$ cat src/rtl/channel_mixer_if.sv
// Channel-sample input stream and frame-result output bundle for channel_mixer.
interface channel_mixer_if #(
    parameter int CHAN_WIDTH   = 15,
    parameter int SAMPLE_WIDTH = 16,
    parameter int NUM_SPEAKERS = 4,
    parameter int NUM_OUTPUTS  = 2
);
    logic                                  sample_clk_en;
    logic                                  in_valid;
    logic                                  in_ready;
    logic signed [CHAN_WIDTH-1:0]          in_sample;
    logic [NUM_SPEAKERS-1:0]               in_spk_en;
    logic                                  in_last;
    logic [1:0]                            master_shift;
    logic                                  out_valid;
    logic [NUM_OUTPUTS*SAMPLE_WIDTH-1:0]   out_sample;
    logic [NUM_OUTPUTS-1:0]                out_clip;
    logic                                  frame_error;

    // Producer side: operator-combining logic feeding the mixer.
    modport master (
        output sample_clk_en, in_valid, in_sample, in_spk_en, in_last, master_shift,
        input  in_ready, out_valid, out_sample, out_clip, frame_error
    );

    // Mixer side.
    modport slave (
        input  sample_clk_en, in_valid, in_sample, in_spk_en, in_last, master_shift,
        output in_ready, out_valid, out_sample, out_clip, frame_error
    );
endinterface

$ cat src/rtl/channel_mixer.sv
// OPL3 channel mixer: routes per-channel samples to speakers, folds speakers
// onto DAC buses, then shifts, saturates and publishes one frame per period.
module channel_mixer #(
    parameter int CHAN_WIDTH   = 15,
    parameter int SAMPLE_WIDTH = 16,
    parameter int NUM_CHANNELS = 18,
    parameter int NUM_SPEAKERS = 4,
    parameter int NUM_OUTPUTS  = 2
) (
    input  logic           clk,
    input  logic           reset_n,
    channel_mixer_if.slave bus
);
    localparam int ACC_WIDTH = CHAN_WIDTH + $clog2(NUM_CHANNELS * NUM_SPEAKERS / NUM_OUTPUTS) + 1;
    localparam int CNT_WIDTH = $clog2(NUM_CHANNELS + 1);
    localparam logic signed [ACC_WIDTH-1:0] SAT_MAX = ACC_WIDTH'((64'sd1 <<< (SAMPLE_WIDTH - 1)) - 64'sd1);
    localparam logic signed [ACC_WIDTH-1:0] SAT_MIN = -SAT_MAX - ACC_WIDTH'(1);
    localparam logic [CNT_WIDTH-1:0]        LAST_BEAT = CNT_WIDTH'(NUM_CHANNELS - 1);

    typedef enum logic [1:0] {IDLE, ACCUM, LATCH} state_t;

    state_t                       state, state_next;
    logic signed [ACC_WIDTH-1:0]  acc   [NUM_OUTPUTS];
    logic signed [ACC_WIDTH-1:0]  addend[NUM_OUTPUTS];
    logic [SAMPLE_WIDTH:0]        sat_res[NUM_OUTPUTS];
    logic [CNT_WIDTH-1:0]         beat_cnt;
    logic                         frame_error_next;
    logic                         accept;
    logic                         closing;
    logic signed [ACC_WIDTH-1:0]  sample_ext;

    // Clamp a shifted accumulator to the bus range; MSB of the result is the clip flag.
    function automatic logic [SAMPLE_WIDTH:0] saturate(input logic signed [ACC_WIDTH-1:0] v);
        if (v > SAT_MAX)
            return {1'b1, SAT_MAX[SAMPLE_WIDTH-1:0]};
        else if (v < SAT_MIN)
            return {1'b1, SAT_MIN[SAMPLE_WIDTH-1:0]};
        else
            return {1'b0, v[SAMPLE_WIDTH-1:0]};
    endfunction

    assign accept     = bus.in_valid && bus.in_ready;
    assign closing    = accept && (bus.in_last || (beat_cnt == LAST_BEAT));
    assign sample_ext = {{(ACC_WIDTH-CHAN_WIDTH){bus.in_sample[CHAN_WIDTH-1]}}, bus.in_sample};

    // State register.
    always_ff @(posedge clk or negedge reset_n) begin
        if (!reset_n)
            state <= IDLE;
        else
            state <= state_next;
    end

    // Next-state logic; the period strobe overrides every state.
    always_comb begin
        state_next = state;
        if (bus.sample_clk_en) begin
            state_next = ACCUM;
        end else begin
            case (state)
                ACCUM:   if (closing) state_next = LATCH;
                LATCH:   state_next = IDLE;
                default: state_next = IDLE;
            endcase
        end
    end

    // Output logic: beats are only taken while accumulating and never alongside the strobe.
    always_comb begin
        bus.in_ready = (state == ACCUM) && !bus.sample_clk_en;
    end

    // Per-bus contribution of this beat: the sample once for every enabled speaker on that bus.
    always_comb begin
        for (int o = 0; o < NUM_OUTPUTS; o++) begin
            addend[o] = '0;
            for (int s = 0; s < NUM_SPEAKERS; s++) begin
                if ((s % NUM_OUTPUTS) == o && bus.in_spk_en[s])
                    addend[o] = addend[o] + sample_ext;
            end
        end
    end

    // Master attenuation followed by saturation, evaluated for the LATCH cycle.
    always_comb begin
        for (int o = 0; o < NUM_OUTPUTS; o++)
            sat_res[o] = saturate(acc[o] >>> bus.master_shift);
    end

    // Accumulators, beat counter and registered frame result.
    always_ff @(posedge clk or negedge reset_n) begin
        if (!reset_n) begin
            for (int o = 0; o < NUM_OUTPUTS; o++)
                acc[o] <= '0;
            beat_cnt         <= '0;
            frame_error_next <= 1'b0;
            bus.out_valid    <= 1'b0;
            bus.out_sample   <= '0;
            bus.out_clip     <= '0;
            bus.frame_error  <= 1'b0;
        end else begin
            bus.out_valid <= 1'b0;
            if (bus.sample_clk_en) begin
                for (int o = 0; o < NUM_OUTPUTS; o++)
                    acc[o] <= '0;
                beat_cnt <= '0;
            end else if (accept) begin
                for (int o = 0; o < NUM_OUTPUTS; o++)
                    acc[o] <= acc[o] + addend[o];
                beat_cnt <= beat_cnt + CNT_WIDTH'(1);
                if (closing)
                    frame_error_next <= !(bus.in_last && (beat_cnt == LAST_BEAT));
            end else if (state == LATCH) begin
                for (int o = 0; o < NUM_OUTPUTS; o++) begin
                    bus.out_sample[o*SAMPLE_WIDTH +: SAMPLE_WIDTH] <= sat_res[o][SAMPLE_WIDTH-1:0];
                    bus.out_clip[o] <= sat_res[o][SAMPLE_WIDTH];
                end
                bus.frame_error <= frame_error_next;
                bus.out_valid   <= 1'b1;
            end
        end
    end
endmodule
$ cat src/flat_wrapper.sv
// flat-port wrapper written by rule: the top's interface ports become plain ports
module channel_mixer_flat 
#(
    parameter int CHAN_WIDTH   = 15,
    parameter int SAMPLE_WIDTH = 16,
    parameter int NUM_CHANNELS = 18,
    parameter int NUM_SPEAKERS = 4,
    parameter int NUM_OUTPUTS  = 2
)
  (clk, reset_n, bus_sample_clk_en, bus_in_valid, bus_in_sample, bus_in_spk_en, bus_in_last, bus_master_shift, bus_in_ready, bus_out_valid, bus_out_sample, bus_out_clip, bus_frame_error);
  channel_mixer_if #(.CHAN_WIDTH(CHAN_WIDTH), .SAMPLE_WIDTH(SAMPLE_WIDTH), .NUM_SPEAKERS(NUM_SPEAKERS), .NUM_OUTPUTS(NUM_OUTPUTS)) bus_i ();
  input  logic clk;
  input  logic reset_n;
  input wire logic [$bits(bus_i.sample_clk_en)-1:0] bus_sample_clk_en;
  input wire logic [$bits(bus_i.in_valid)-1:0] bus_in_valid;
  input wire logic [$bits(bus_i.in_sample)-1:0] bus_in_sample;
  input wire logic [$bits(bus_i.in_spk_en)-1:0] bus_in_spk_en;
  input wire logic [$bits(bus_i.in_last)-1:0] bus_in_last;
  input wire logic [$bits(bus_i.master_shift)-1:0] bus_master_shift;
  output wire logic [$bits(bus_i.in_ready)-1:0] bus_in_ready;
  output wire logic [$bits(bus_i.out_valid)-1:0] bus_out_valid;
  output wire logic [$bits(bus_i.out_sample)-1:0] bus_out_sample;
  output wire logic [$bits(bus_i.out_clip)-1:0] bus_out_clip;
  output wire logic [$bits(bus_i.frame_error)-1:0] bus_frame_error;
  assign bus_i.sample_clk_en = bus_sample_clk_en;
  assign bus_i.in_valid = bus_in_valid;
  assign bus_i.in_sample = bus_in_sample;
  assign bus_i.in_spk_en = bus_in_spk_en;
  assign bus_i.in_last = bus_in_last;
  assign bus_i.master_shift = bus_master_shift;
  assign bus_in_ready = bus_i.in_ready;
  assign bus_out_valid = bus_i.out_valid;
  assign bus_out_sample = bus_i.out_sample;
  assign bus_out_clip = bus_i.out_clip;
  assign bus_frame_error = bus_i.frame_error;
  channel_mixer #(.CHAN_WIDTH(CHAN_WIDTH), .SAMPLE_WIDTH(SAMPLE_WIDTH), .NUM_CHANNELS(NUM_CHANNELS), .NUM_SPEAKERS(NUM_SPEAKERS), .NUM_OUTPUTS(NUM_OUTPUTS)) u_core (.clk(clk), .reset_n(reset_n), .bus(bus_i));
endmodule
$ cat config.mk
export PLATFORM = sky130hd
export DESIGN_NAME = channel_mixer_flat
export DESIGN_NICKNAME = d
export VERILOG_FILES = /design/src/rtl/channel_mixer_if.sv /design/src/rtl/channel_mixer.sv /design/src/flat_wrapper.sv
export SDC_FILE = /design/constraint.sdc
export NUM_CORES = 1
export LEC_CHECK = 0
export ABC_AREA = 1
export BUFFER_PORTS_ARGS = -buffer_cell sky130_fd_sc_hd__buf_4
export CORE_AREA = 2 2 119 121
export CTS_CLUSTER_DIAMETER = 50
export DETAILED_ROUTE_END_ITERATION = 6
export DIE_AREA = 0 0 121 123
export GPL_TIMING_DRIVEN = 0
export PLACE_DENSITY = 0.85
export SLEW_MARGIN = 10
export SYNTH_ARGS = -nofsm -noshare
export SYNTH_HDL_FRONTEND = slang
export SYNTH_SLANG_ARGS = --single-unit
$ cat constraint.sdc
create_clock -name clk -period 2.75 [get_ports clk]
set_clock_uncertainty 0.15 [all_clocks]
set_input_delay 0.4125 -clock clk [delete_from_list [all_inputs] [get_ports clk]]
set_output_delay 0.4125 -clock clk [all_outputs]
set_load 0.01 [all_outputs]
# Yosys cells after proc, flatten, opt, wreduce, memory -nomap -nowiden
# Cells that the tools add are included.
[word_totals] ff_bits=88 input_bits=26 out_inout_bits=37 wordCells=54
[classes] add_sub_neg=5 magnitude_cmp=4 n_eq_ne=4 shifts=2 muxes=18 bitwise_logic=2 n_reduce_logical=10
[op_table] op="two-way mux 22 bit" n=4
[op_table] op="two-way mux 44 bit" n=2
[op_table] op="two-way mux 17 bit" n=4
[op_table] op="adder 22 x 15 -> 22 bit" n=2
[op_table] op="adder 22 bit" n=2
[op_table] op="> comparator 22 x 16 -> 1 bit (second input constant)" n=2
[op_table] op="less-than comparator 22 x 16 -> 1 bit (second input constant)" n=2
[op_table] op=">>> shifter 22 x 2 -> 22 bit" n=2
[op_table] op="two-way mux 5 bit" n=2
[op_table] op="two-way mux 2 bit" n=3
[op_table] op="AND reduction 3 bit" n=2
[op_table] op="adder 5 x 1 -> 5 bit (second input constant)" n=1
[op_table] op="== test 5 bit (second input constant)" n=1
[op_table] op="logical AND 1 bit" n=4
[op_table] op="two-way mux 1 bit" n=3
[op_table] op="!= test 3 x 2 -> 1 bit (second input constant)" n=1
[op_table] op="== test 2 x 1 -> 1 bit (second input constant)" n=1
[op_table] op="== test 2 bit (second input constant)" n=1
[op_table] op="zero test 1 bit" n=2
[op_table] op="NOT 1 bit" n=2
[op_table] op="nonzero test 2 bit" n=1
[op_table] op="logical OR 1 bit" n=1

# Depth between registers and ports, before layout
# Gate-level depths: netlist of run 1.
[depth] ltp_word=7 ltp_mapped=17 ltp_nobuf=16

# Least setup slack after synthesis of run 1
# OpenSTA, ideal clock, no wires.
[synth_timing] kind="input-to-reg" from="input port bus_in_spk_en[2]" to="register u_core.acc[36] (netlist name)" setup_ns=0.118 t_arrival_ns=2.490 required_ns=2.482 setup_slack_ns=-0.008 path_stages=15 n_path_buf=1 path_cell_list="inv_1 nand2_1 nand2_1 clkbuf_1 nor2_1 ha_1 fa_1 nand2_1 nand3_1 o21ai_0 o21ai_0 nand2_1 nand3b_1 nand3_1 nand2_1"
[synth_between] elab_chain_len=4
[synth_rtl] item="start, declared" line_no="flat_wrapper.sv:17" text="input wire logic [$bits(bus_i.in_spk_en)-1:0] bus_in_spk_en;"
[synth_rtl] item="two-way mux 22 bit" line_no="channel_mixer.sv:78" text="if ((s % NUM_OUTPUTS) == o && bus.in_spk_en[s])"
[synth_rtl] item="adder 22 bit" line_no="channel_mixer.sv:109" text="acc[o] <= acc[o] + addend[o];"
[synth_rtl] item="two-way mux 44 bit" line_no="channel_mixer.sv:107" text="end else if (accept) begin"
[synth_rtl] item="two-way mux 44 bit" line_no="channel_mixer.sv:103" text="if (bus.sample_clk_en) begin"
[synth_rtl] item="end signal, assigned by index" line_no="channel_mixer.sv:109"
[synth_rtl] item="end, declared" line_no="channel_mixer.sv:23" text="logic signed [ACC_WIDTH-1:0] acc [NUM_OUTPUTS];"
# No other way between the ends. The select of a mux whose other input is x is not followed.
# A chain may end at the register's enable or synchronous reset.

# Worst setup path in the final report of run 1
[layout_timing] from="input port bus_in_spk_en[1]" to="register u_core.acc[12] (netlist name)"
[layout_between] elab_chain_len=6
[layout_rtl] item="two-way mux 22 bit *" line_no="channel_mixer.sv:78"
[layout_rtl] item="adder 22 x 15 -> 22 bit" line_no="channel_mixer.sv:79" text="addend[o] = addend[o] + sample_ext;"
[layout_rtl] item="two-way mux 22 bit *" line_no="channel_mixer.sv:78"
[layout_rtl] item="adder 22 bit *" line_no="channel_mixer.sv:109"
[layout_rtl] item="two-way mux 44 bit *" line_no="channel_mixer.sv:107"
[layout_rtl] item="two-way mux 44 bit *" line_no="channel_mixer.sv:103"
# Every way passes the cells marked *; elsewhere a longest branch is shown, timed or not. The select of a mux whose other input is x is not followed.

==> flow_metrics.tcl, run 1 <==
set metrics [dict create \
    min_period_ps 2620 \
    vias 8658 \
    final_common_cell "nand2_1" \
    cts_sinks 88 \
    clkLatencyLatePin_ps 360 \
    drtAntennaViolNets 0 \
    grt_max_degree 89 \
    hold_viol 17 \
    holdWs_ps -18.2 \
    start_util_pct 60.7 \
    core_area_sq_um 13600 \
    cp_top_family "simple AND/OR/NAND/NOR gates" \
    grt.overflow.total 0 \
    antenna_found_initial 0 \
    fp.dieArea_sq_um 14900 \
    synth_top_cell_by_area "dfrtp_1" \
    wl_per_cell_microns 14.8 \
    critPathBufInv 3 \
    numPortBuffers 60 \
    worstPathMaxFanout 10 \
    cts_tree "yes" \
    grt_usage_pct 32.4 \
    place.gp.congestion 1.07 \
    maxSlewViolCount 0 \
    h-tree-depth 3 \
    cpPeakStageDelay_ps 450 \
    status "finished with violations" \
    cpMostUsedCell "nand2_1" \
    syn_inst 1330 \
    cp.depth 16 \
    fmax_mhz 382 \
    critical_path.cell_chain "buf_4, clkinvlp_4, nand2_1, nand2_2, buf_4, nor2_1, ha_1, fa_1, nand2_1, nand3_1, o21ai_2, o21bai_2, nand2_1, nand3b_1, nand3_1, nand2_1" \
    n_antenna_cell 0 \
    criticalPathCategory "primary input to flop" \
    io-pin-count 63 \
    yosysUniqueCellTypes 40 \
    irDropWorstVdd_mv 0.412 \
    nNetsFinal 1473 \
    start_kind "primary input" \
    drc_errors 0 \
    synth-main-ff-cell "dfrtp_1" \
    tns_ps 0 \
    synth_nets 1402 \
    synth_edf_count 0 \
    setup_viol 0 \
    ys_warn_count 0 \
    dp_hpwl_microns 18300 \
    drive_above_1_share_pct 13.6 \
    max_slew_margin_pct 45.7 \
    cts-hold-fix-buffers 0 \
    violations "negative hold slack" \
    postRouteWirelength_microns 23500 \
    hp-class "primary input to asynchronous set/reset pin" \
    die_h_microns 123 \
    finalCritPeriodShare_pct 95.3 \
    p_leak_nw 5.41 \
    rr_worst_depth 10 \
    dr.pass1.iters 6 \
    rows 43 \
    cap_violations 0 \
    cp_slowest_cell "fa_1" \
    first_iter_violations 803 \
    synth_top_cells_by_area "dfrtp_1 (27%), nand2_1 (23%), inv_1 (9.8%)" \
    grt_pass1_vias 7824 \
    numCtsBuffers 9 \
    clk_pin_slew_worst_paths_ps 60 \
    vias_per_cell 5.46 \
    yosys_register_bits 88 \
    finalNonFillerCells 1585 \
    synth_top_area_share_pct 26.7 \
    cts-root-buf "clkbuf_16" \
    worst_ep_required_time_ps 2830 \
    worst_slew_pin_slew_ps 815 \
    syn_to_final_growth_pct 12.6 \
    cp-end-kind "flop" \
    final_cell_mix "nand2_1 (501), inv_1 (212), dfrtp_1 (88), nand3_1 (82), nor2_1 (70)" \
    power_density_nw_per_um2 527 \
    syn_area_sq_um 8260 \
    chipWidth_microns 121 \
    ys_seq_area_share_pct 26.7 \
    cts.path.max_buffers 2 \
    synthArstFlopShare_pct 100 \
    synth.avg_cell_area_sq_um 6.21 \
    place_inst 1570 \
    grt_pass1_wl_microns 37700 \
    arrival_ps 2700 \
]
cell usage after synthesis (all sizes together), types with 6 or more instances:
cell and count:
o21ai 56, nand2 516, nand3 84, inv 219, a21oi 79, ha 44
nand4 14, clkbuf 12, dfrtp 88, or2 30, nor2 76, mux2i 13
o22ai 33, buf 28, o21bai 6, nand3b 8
registers in the layout, summed over array words and instances (netlist names):
register,cells
u_core.state,2
u_core.frame_error_next,1
u_core.bus.out_sample,32
u_core.bus.out_clip,2
u_core.bus.frame_error,1
u_core.acc,44
u_core.beat_cnt,5
u_core.bus.out_valid,1
power breakdown:
part | leakage [nW] | switching (mW) | internal (mW)
combinational | 4.12 | 1.13 | 0.785
clock | 0.154 | 0.521 | 0.771
sequential | 1.14 | 0.179 | 1.51
worst paths after layout:
kind                                              from                  endpoint  slack (ps)
worst max-delay path                  bus_in_spk_en[1]            u_core.acc[12]         130
worst min register to register  u_core.bus.out_clip[0]    u_core.bus.out_clip[0]         340
min in group clk                     bus_sample_clk_en        u_core.beat_cnt[2]          90
worst min-delay path                           reset_n  u_core.bus.out_sample[4]         -20
worst max register to register           u_core.acc[0]            u_core.acc[12]         480
max in group asynchronous                      reset_n            u_core.acc[27]        1930
final cells by class:
cell class / instances / area [sq um]
buffer: 40 / 254
clock buffer: 12 / 267
clock inverter: 3 / 40.0
fill: 1238 / 4310
inverter: 219 / 838
multi-input combinational: 983 / 5020
sequential: 88 / 2200
tap: 180 / 225
timing repair buffer: 60 / 454
metal layers:
metal / global-route usage [%] / routed length, microns
met5: 0 / 0
met4: 12.7 / 756
met3: 6.78 / 2310
met2: 51.4 / 10400
met1: 43.4 / 10000
kinds of logic (layout without fill, tap and decap cells):
group	after synthesis	in the layout	synth area share (%)
fa+ha+maj	46	46	7.15
buf+inv	259	334	13.0
simple gates	736	736	37.7
xor+xnor	8	8	0.849
compound gates	179	179	12.9
flops	88	88	26.7
mux	14	14	1.71
metrics by stage:
step	utilization [%]	instance area (sq um)	worst slack, ps	power [mW]
after floorplan	-	8260	21.6	2.93
after global placement	65.6	8930	-746	3.50
after detailed placement	65.6	8930	-792	3.56
after CTS	68.0	9260	24.9	4.87
after global routing	68.3	9300	-16.7	5.19
final	68.3	9300	130	4.90
repair_timing:
item                       in CTS  in global routing
setup buffers                   0                  0
gates resized for setup        11                 14
setup endpoints to repair      15                 18
gates cloned                    0                  0
Power figures use the tool's default switching activity.
==> inputs of run 2 (changes only) <==
Settings changed: MAX_ROUTING_LAYER set to met4.
==> run 2 against run 1 <==
Compared with the run above: the flow still finishes with violations (negative hold slack); non-clock buffer count is 1 higher; maximum frequency increased by 1.4%; global-route usage rose by 0.72 points; critical endpoint is now u_core.acc[14]; sequential power hardly changed; via count increased by 0.40%; clock power is 3% higher; sequential cell count unchanged; die area stayed put.
==> flow_metrics.tcl, run 2 (synthesized netlist as in run 1, its figures left out) <==
set metrics [dict create \
    place_inst 1570 \
    cp-end-kind "flop" \
    postRouteWirelength_microns 23400 \
    dr.pass1.iters 6 \
    place.gp.congestion 1.09 \
    power_density_nw_per_um2 527 \
    grt_usage_pct 33.1 \
    start_util_pct 60.7 \
    hp-class "primary input to asynchronous set/reset pin" \
    numCtsBuffers 9 \
    fill_cells 1192 \
    worstPathMaxFanout 10 \
    postPlaceCellArea_sq_um 8930 \
    p_leak_nw 5.39 \
    syn_to_final_growth_pct 13.1 \
    drc_errors 0 \
    max_slew_margin_pct 44.9 \
    finalCritPeriodShare_pct 93.9 \
    tns_ps 0 \
    largest_register_ff_count 44 \
    fp.dieArea_sq_um 14900 \
    start_kind "primary input" \
    numPortBuffers 60 \
    core_area_sq_um 13600 \
    cap_violations 0 \
    rows 43 \
    final_util_pct 68.6 \
    die_h_microns 123 \
    cts.path.max_buffers 2 \
    vias_per_cell 5.48 \
    status "finished with violations" \
    final_common_cell "nand2_1" \
    fmax_mhz 387 \
    cts-root-buf "clkbuf_16" \
    top_regs "u_core.acc (44), u_core.bus.out_sample (32), u_core.beat_cnt (5)" \
    final_cell_mix "nand2_1 (500), inv_1 (211), dfrtp_1 (88), nand3_1 (82), nor2_1 (71)" \
    violations "negative hold slack" \
    worst_slew_pin_slew_ps 826 \
    h-tree-depth 3 \
    maxSlewViolCount 0 \
    holdWs_ps -27.4 \
    finish.instance_area_sq_um 9340 \
    grt_pass1_wl_microns 37800 \
    wl_per_cell_microns 14.8 \
    grt_max_degree 89 \
    nNetsFinal 1474 \
    dp_hpwl_microns 18400 \
    cts_tree "yes" \
    setup_viol 0 \
    cts_sinks 88 \
    worst_ep_required_time_ps 2830 \
    regMostFlops "u_core.acc" \
    hold_viol 20 \
    clk_pin_slew_worst_paths_ps 60 \
    chipWidth_microns 121 \
    rsz0062_at_grt "false" \
    drtAntennaViolNets 0 \
    min_period_ps 2580 \
    n_antenna_cell 0 \
    finalNonFillerCells 1586 \
    first_iter_violations 759 \
    clkLatencyLatePin_ps 360 \
    criticalPathCategory "primary input to flop" \
    grt_pass1_vias 7925 \
    vias 8693 \
    io-pin-count 63 \
    grt.overflow.total 0 \
    irDropWorstVdd_mv 0.314 \
    antenna_found_initial 0 \
    drive_above_1_share_pct 13.7 \
    arrival_ps 2660 \
]
-- run 2: changes by cell type in the layout (fill, tap and decap cells not counted), moves of 2 or more --
cell / delta
o21ai_2: -2
clkinvlp_4: +4
clkbuf_8: -3
o21ai_4: +2
clkinv_2: -2
-- run 2: what timing repair did --
| item | 4_1_cts | 5_1_grt |
|---|---|---|
| hold buffers | 0 | 0 |
| buffers inserted | 0 | 1 |
| resized for setup | 11 | 19 |
| setup endpoints to repair | 17 | 22 |
-- run 2: power breakdown --
group	internal (mW)	switching, mW
Clock	0.791	0.538
Combinational	0.788	1.12
Sequential	1.51	0.171
-- run 2: path summary, 6_finish.rpt --
path | cells after the start | start | slack, ps | end
max | 17 | bus_in_spk_en[3] | 170 | u_core.acc[14]
min | 1 | reset_n | -30 | u_core.acc[39]
max reg2reg | 11 | u_core.acc[0] | 530 | u_core.acc[20]
min reg2reg | 2 | u_core.bus.out_clip[1] | 330 | u_core.bus.out_clip[1]
max in group asynchronous | 1 | reset_n | 1920 | u_core.frame_error_next
min in group clk | 2 | bus_sample_clk_en | 90 | u_core.beat_cnt[2]
-- run 2: critical path, cell delays in order --
cell	delay, ps
buf_4	130
clkinvlp_4	170
nand2_1	120
nand2_2	100
buf_4	190
nor2_1	130
ha_2	240
fa_1	250
nand2_1	90
nand3_1	120
o21ai_4	120
o21ai_4	200
nand2_1	100
nand2_1	70
nand2_1	40
nand3_1	100
nand2_1	80
-- run 2: area by class of cell --
type                            instances  area (sq um)  share of cell area [%]
Buffer                                 40           254                    2.72
Inverter                              219           842                    9.02
Sequential cell                        88          2200                    23.6
Timing Repair Buffer                   61           462                    4.94
Clock inverter                          5          82.6                   0.884
Clock buffer                           10           229                    2.45
Tap cell                              180           225                    2.41
Multi-Input combinational cell        983          5040                    54.0
-- run 2: routing by layer --
metal	wire, microns	part of all wire, %	global-route usage [%]
met3	2170	9.3	6.00
met5	0	0	-
met4	656	2.8	10.3
met1	10000	43	42.9
met2	10500	45	53.0
-- run 2: metrics by stage --
step | hold slack, ps | worst slack [ps] | power, mW
finish | -27.4 | 167 | 4.92
global route | 57.0 | 7.43 | 5.21
CTS | 85.8 | 23.9 | 4.88
detailed placement | 322 | -796 | 3.55
global placement | 317 | -745 | 3.50
floorplan | -33.1 | 21.6 | 2.93
